==> config.mk <==
export PLATFORM = sky130hd
export DESIGN_NAME = pc_unit
export DESIGN_NICKNAME = d
export VERILOG_FILES = /design/src/rtl/pc_unit.sv
export SDC_FILE = /design/constraint.sdc
export NUM_CORES = 1
export LEC_CHECK = 0
export CORE_MARGIN = 5
export CORE_UTILIZATION = 42
export CTS_BUF_LIST = sky130_fd_sc_hd__clkbuf_8
export DETAILED_ROUTE_END_ITERATION = 8
export MAX_ROUTING_LAYER = met4
export PLACE_DENSITY = 0.75
export SLEW_MARGIN = 20
export SYNTH_ARGS = -nofsm -noshare
export SYNTH_HDL_FRONTEND = slang
export SYNTH_SLANG_ARGS = --single-unit
export TNS_END_PERCENT = 50
==> constraint.sdc <==
create_clock -name clk -period 2.3 [get_ports clk]
set_clock_uncertainty 0.2 [all_clocks]
set_input_delay 0.23 -clock clk [delete_from_list [all_inputs] [get_ports clk]]
set_output_delay 0.23 -clock clk [all_outputs]
set_load 0.02 [all_outputs]
==> src/rtl/pc_unit.sv <==
// Program counter with load (jump), halt/resume control and a one-cycle wrap pulse.
// Optional build macro PC_UNIT_STEP_EN adds a 'step' input for single-stepping in HALT.
module pc_unit #(
  parameter int unsigned             WIDTH     = 8,
  parameter logic [WIDTH-1:0]        RESET_VEC = '0
) (
  input  logic             clk,
  input  logic             rst_n,
  input  logic             inc_en,
  input  logic             ld,
  input  logic [WIDTH-1:0] ld_val,
  input  logic             halt,
  input  logic             resume,
`ifdef PC_UNIT_STEP_EN
  input  logic             step,
`endif
  output logic [WIDTH-1:0] pc,
  output logic             running,
  output logic             wrap
);

  typedef enum logic [0:0] {
    ST_RUN  = 1'b0,
    ST_HALT = 1'b1
  } state_t;

  state_t           state;
  state_t           state_nxt;
  logic [WIDTH-1:0] pc_nxt;
  logic             wrap_nxt;
  logic [WIDTH:0]   pc_inc;

  // Carry out of the MSB lands in bit WIDTH and becomes the wrap flag.
  function automatic logic [WIDTH:0] incr(input logic [WIDTH-1:0] v);
    incr = {1'b0, v} + {{WIDTH{1'b0}}, 1'b1};
  endfunction

  assign pc_inc = incr(pc);

  // Next-state, next-pc and wrap decode; first matching request wins.
  always_comb begin
    state_nxt = state;
    pc_nxt    = pc;
    wrap_nxt  = 1'b0;
    case (state)
      ST_RUN: begin
        if (ld) begin
          pc_nxt = ld_val;
        end else if (halt) begin
          state_nxt = ST_HALT;
        end else if (inc_en) begin
          pc_nxt   = pc_inc[WIDTH-1:0];
          wrap_nxt = pc_inc[WIDTH];
        end else begin
          pc_nxt = pc;
        end
      end
      ST_HALT: begin
        if (ld) begin
          pc_nxt = ld_val;
          if (resume) begin
            state_nxt = ST_RUN;
          end else begin
            state_nxt = ST_HALT;
          end
        end else if (resume) begin
          state_nxt = ST_RUN;
`ifdef PC_UNIT_STEP_EN
        end else if (step) begin
          pc_nxt   = pc_inc[WIDTH-1:0];
          wrap_nxt = pc_inc[WIDTH];
`endif
        end else begin
          state_nxt = ST_HALT;
        end
      end
      default: begin
        state_nxt = ST_RUN;
        pc_nxt    = RESET_VEC;
      end
    endcase
  end

  // State and output registers; running is registered from the next state.
  always_ff @(posedge clk) begin
    if (!rst_n) begin
      state   <= ST_RUN;
      pc      <= RESET_VEC;
      running <= 1'b1;
      wrap    <= 1'b0;
    end else begin
      state   <= state_nxt;
      pc      <= pc_nxt;
      running <= (state_nxt == ST_RUN);
      wrap    <= wrap_nxt;
    end
  end

endmodule

Word level (Yosys, flattened, before mapping)
Index checks and enable logic that the tools add are counted.
{"block": "totals", "ram_bits": 0, "out_inout_bits": 10, "latch_bits": 0, "rom_bits": 0, "input_bits": 14, "wordCells": 23, "n_memories": 0, "register_bits": 11}
{"block": "op_classes", "n_shift": 0, "mul": 0, "n_reduce_logical": 2, "n_div": 0, "eq_ne": 3, "bitwise_logic": 4, "n_mux": 9, "magnitude_cmp": 0, "n_addsub": 1}
{"operator": "two-way mux 8 bit", "count": 4}
{"operator": "case mux 8 bit (2 select lines)", "count": 1}
{"operator": "adder 8 x 1 -> 9 bit, second input constant", "count": 1}
{"operator": "inequality test 3 bit, second input constant", "count": 2}
{"operator": "OR reduction 5 bit", "count": 1}
{"operator": "NOT 1 bit", "count": 4}
{"operator": "two-way mux 1 bit", "count": 3}
{"operator": "AND reduction 3 bit", "count": 1}
{"operator": "inequality test 2 bit, second input constant", "count": 1}
{"operator": "case mux 1 bit (2 select lines)", "count": 1}

Longest topological paths before layout
{"block": "logic_depth", "word_depth": 5, "depth_mapped": 5, "depth_no_buf": 4}

Least setup slack after synthesis
OpenSTA, ideal clock, no wires.
{"block": "synth_timing", "path_kind": "reg2reg", "start": "register pc[0]", "end": "register pc[1]", "arrival_ps": 1574, "stages_incl_launch_ff": 5, "t_required_ps": 1980, "n_path_buf": 0, "setup_slack_ps": 406, "setup_time_ps": 120, "synth_period_minus_slack_ps": 1894, "path_cell_list": "dfxtp_1 > ha_1 > or4b_2 > o211ai_1 > a21oi_1"}
{"block": "synth_via", "elab_chain_len": 5}
{"item": "start: declaration", "line": "17", "source": "output logic [WIDTH-1:0] pc,"}
{"item": "start signal: assignment", "line": "93", "source": "pc <= pc_nxt;"}
{"item": "adder 8 x 1 -> 9 bit", "line": "35", "source": "incr = {1'b0, v} + {{WIDTH{1'b0}}, 1'b1};"}
{"item": "two-way mux 8 bit", "line": "51", "source": "end else if (inc_en) begin"}
{"item": "two-way mux 8 bit", "line": "49", "source": "end else if (halt) begin"}
{"item": "two-way mux 8 bit", "line": "47", "source": "if (ld) begin"}
{"item": "case mux 8 bit (2 select lines)", "line": "45", "source": "case (state)"}
Every way passes these cells. The select of a mux whose other input is x is not followed.
A chain may end at the register's enable or synchronous reset.

Worst setup path after layout
Ends and elaborated chain as after synthesis.

==> metrics.txt <==
hold slack=between 0.3 and 0.4 ns; Via-to-Cell Ratio=5.47; Post-synth EDFFs=0; grt ovf=0; most common cell after layout, fill and taps aside=clkdlybuf4s50_1; clk sinks=11; max cap viols=0; initial antenna violation count=0; worst-path fanout max=6; capturing point of the worst reg2reg path=pc[1]; outcome=complete, no violations; Synth cell types=31; DR WL/cell=~13 um; Post-CTS Hold Buffers=0; # DRC=0; Initial Utilization=~44%; final slew viol count=0; reg2reg setup slack=0.47 ns; setup TNS=0 ns; dpl hpwl=about 1.0 mm; CTS tree=yes; min Tclk post-route=1.83 ns; Worst Setup EP=pc[1]; DRT iter0 DRCs=5; M1 GR Usage=between 10% and 20%; fin crit share=79.6%; Mean Syn Cell Area=9.14 um^2; post-cts resize count=0; largest net degree at the start of global routing=12; pwr/cell area=595 nW/um^2; worst path arrival time=1.75 ns; crit path kind=register to register; Area Overhead vs Synth=49.9%; clk slew on worst S/H paths=0.05 ns; mapped cell area=567 um^2; buffer levels on the longest clock path=2; GRT busiest layer=met2; Slew headroom=between 70% and 80%; post-synthesis sequential area ratio=between 30 and 40%; Setup Buffers After CTS=0; cell count after synthesis=62; Pleak=0.319 nW; Post-Place Cell Area=805 um^2; ANT nets after route=0; ant diodes=0; Synth Warn #=0; Total GRT Usage=13.8%; FILL cells=119; number of synthesized register bits=11; total wire length=1.35 mm; FF-to-FF Start=pc[0]; nets=102; Finished Cell Area=about 850 um^2; worst vdd ir=between 0.0003 and 0.0004 V; first-pass GRT wire length=2.10 mm; Die ar.=2180 um^2; core footprint=approximately 1300 um^2; crit start category=register; unrepaired setup endpoints after global routing=false; PortBufs=23; FF/Latch Area=roughly 220 um^2; # rows=13; Yosys top cell area share=between 30 and 40%; flip-flop cell with the highest count after synthesis=dfxtp_1; GR Util met3=under 10%; Root Driver=clkbuf_8; Skew-Pair Late Insertion Delay=0.23 ns; Final Setup Violations=0; share of cells above drive strength 1=10.5%; worst-margin pin slew=0.381 ns; ys async rst share=0%; vias in the first global route=485; Yosys top cell by area=dfxtp_1; footprint of the multi-input gates=between 300 and 400 um^2; most frequent cells in the layout=23 x clkdlybuf4s50_1, 11 x dfxtp_1, 8 x o21ai_0; CP Launch Point=pc[0]; met2 Usage GRT=23.9%; RePlAce Congestion=0.762; I/O pin total=24; cell depth of the worst flop-to-flop path=4; Tightest Hold Check Type=register to register; CP endpoint kind=register; number of H-tree levels=1; Vias=552; final hold vios=0; Die Wd=46.7 um; top post-synthesis cells by area=dfxtp_1 39%, o21ai_0 7.1%, a311oi_1 3.1%, xnor2_1 3.1%, a21oi_1 2.6%; Post-Syn Nets=77; Crit path required time=2.22 ns; Peak Freq=0.546 GHz; first-pass iteration count of the detailed router=3; total CTS buffers=3; die height=46.7 um
-- layer usage --
metal | share of wire, % | vias up
li1 | - | 284
met1 | 48 | 250
met2 | 45 | 16
met3 | 6.3 | 2
met4 | 0.59 | 0
met5 | 0 | -
-- worst min path at each step --
stage	startpoint	endpoint	slack, ns	cells after the start
finish	pc[7]	wrap	0.32	1
global route	pc[7]	wrap	0.33	1
detailed placement	pc[7]	wrap	0.31	1
global placement	pc[7]	wrap	0.31	1
CTS	pc[7]	wrap	0.32	1
floorplan	ld_val[1]	pc[1]	0.17	2
-- where the power goes --
group / switching [mW] / internal [mW] / total (mW)
Clock: 0.0741 / 0.117 / 0.191
Combinational: 0.0402 / 0.0544 / 0.0946
Sequential: 0.0165 / 0.203 / 0.219
-- worst max-delay path: stages (launching register included) --
cell and delay [ns]:
dfxtp_1 0.44, ha_1 0.26, or4b_2 0.62, o211ai_1 0.11, a21oi_1 0.08
-- stage by stage --
stage | cells | power [mW] | setup slack, ns | util (%)
6_report | 101 | 0.506 | 0.470 | 66.1
5_1_grt | 101 | 0.531 | 0.418 | 66.1
4_1_cts | 101 | 0.510 | 0.466 | 66.1
3_5_place_dp | 97 | 0.318 | 0.329 | 62.6
3_3_place_gp | 97 | 0.317 | 0.363 | 62.6
2_1_floorplan | 62 | 0.266 | 0.406 | -
-- cell type report --
class | instances | share of cell area [%]
repair buffers | 23 | 27.1
multi-input cells | 44 | 37.7
clock buffers | 3 | 4.86
well taps | 15 | 2.21
clock inverters | 1 | 0.442
flip-flops and latches | 11 | 25.9
inverters | 4 | 1.77
-- logic make-up after synthesis --
logic type	count (synthesis)	share of synthesized area [%]
AO/OA/AOI/OAI	20	22.3
XOR/XNOR	2	3.09
adder cells (fa/ha/maj)	1	2.21
buffers and inverters	7	4.63
flip-flops	11	38.9
AND/OR/NAND/NOR	21	28.9
-- cells in the mapped netlist (all sizes together), types with 2 or more instances --
master	n
dfxtp	11
inv	4
o21ai	8
nor2b	2
clkbuf	3
a31oi	2
a21oi	3
nor3b	3
xnor2	2
a311oi	2
nand2	3
nand4b	2
-- flip-flops by register name (all words and copies together) (netlist names) --
signal / flops
running: 1
wrap: 1
state: 1
pc: 8
No activity file was read; power rests on OpenSTA's default activity.
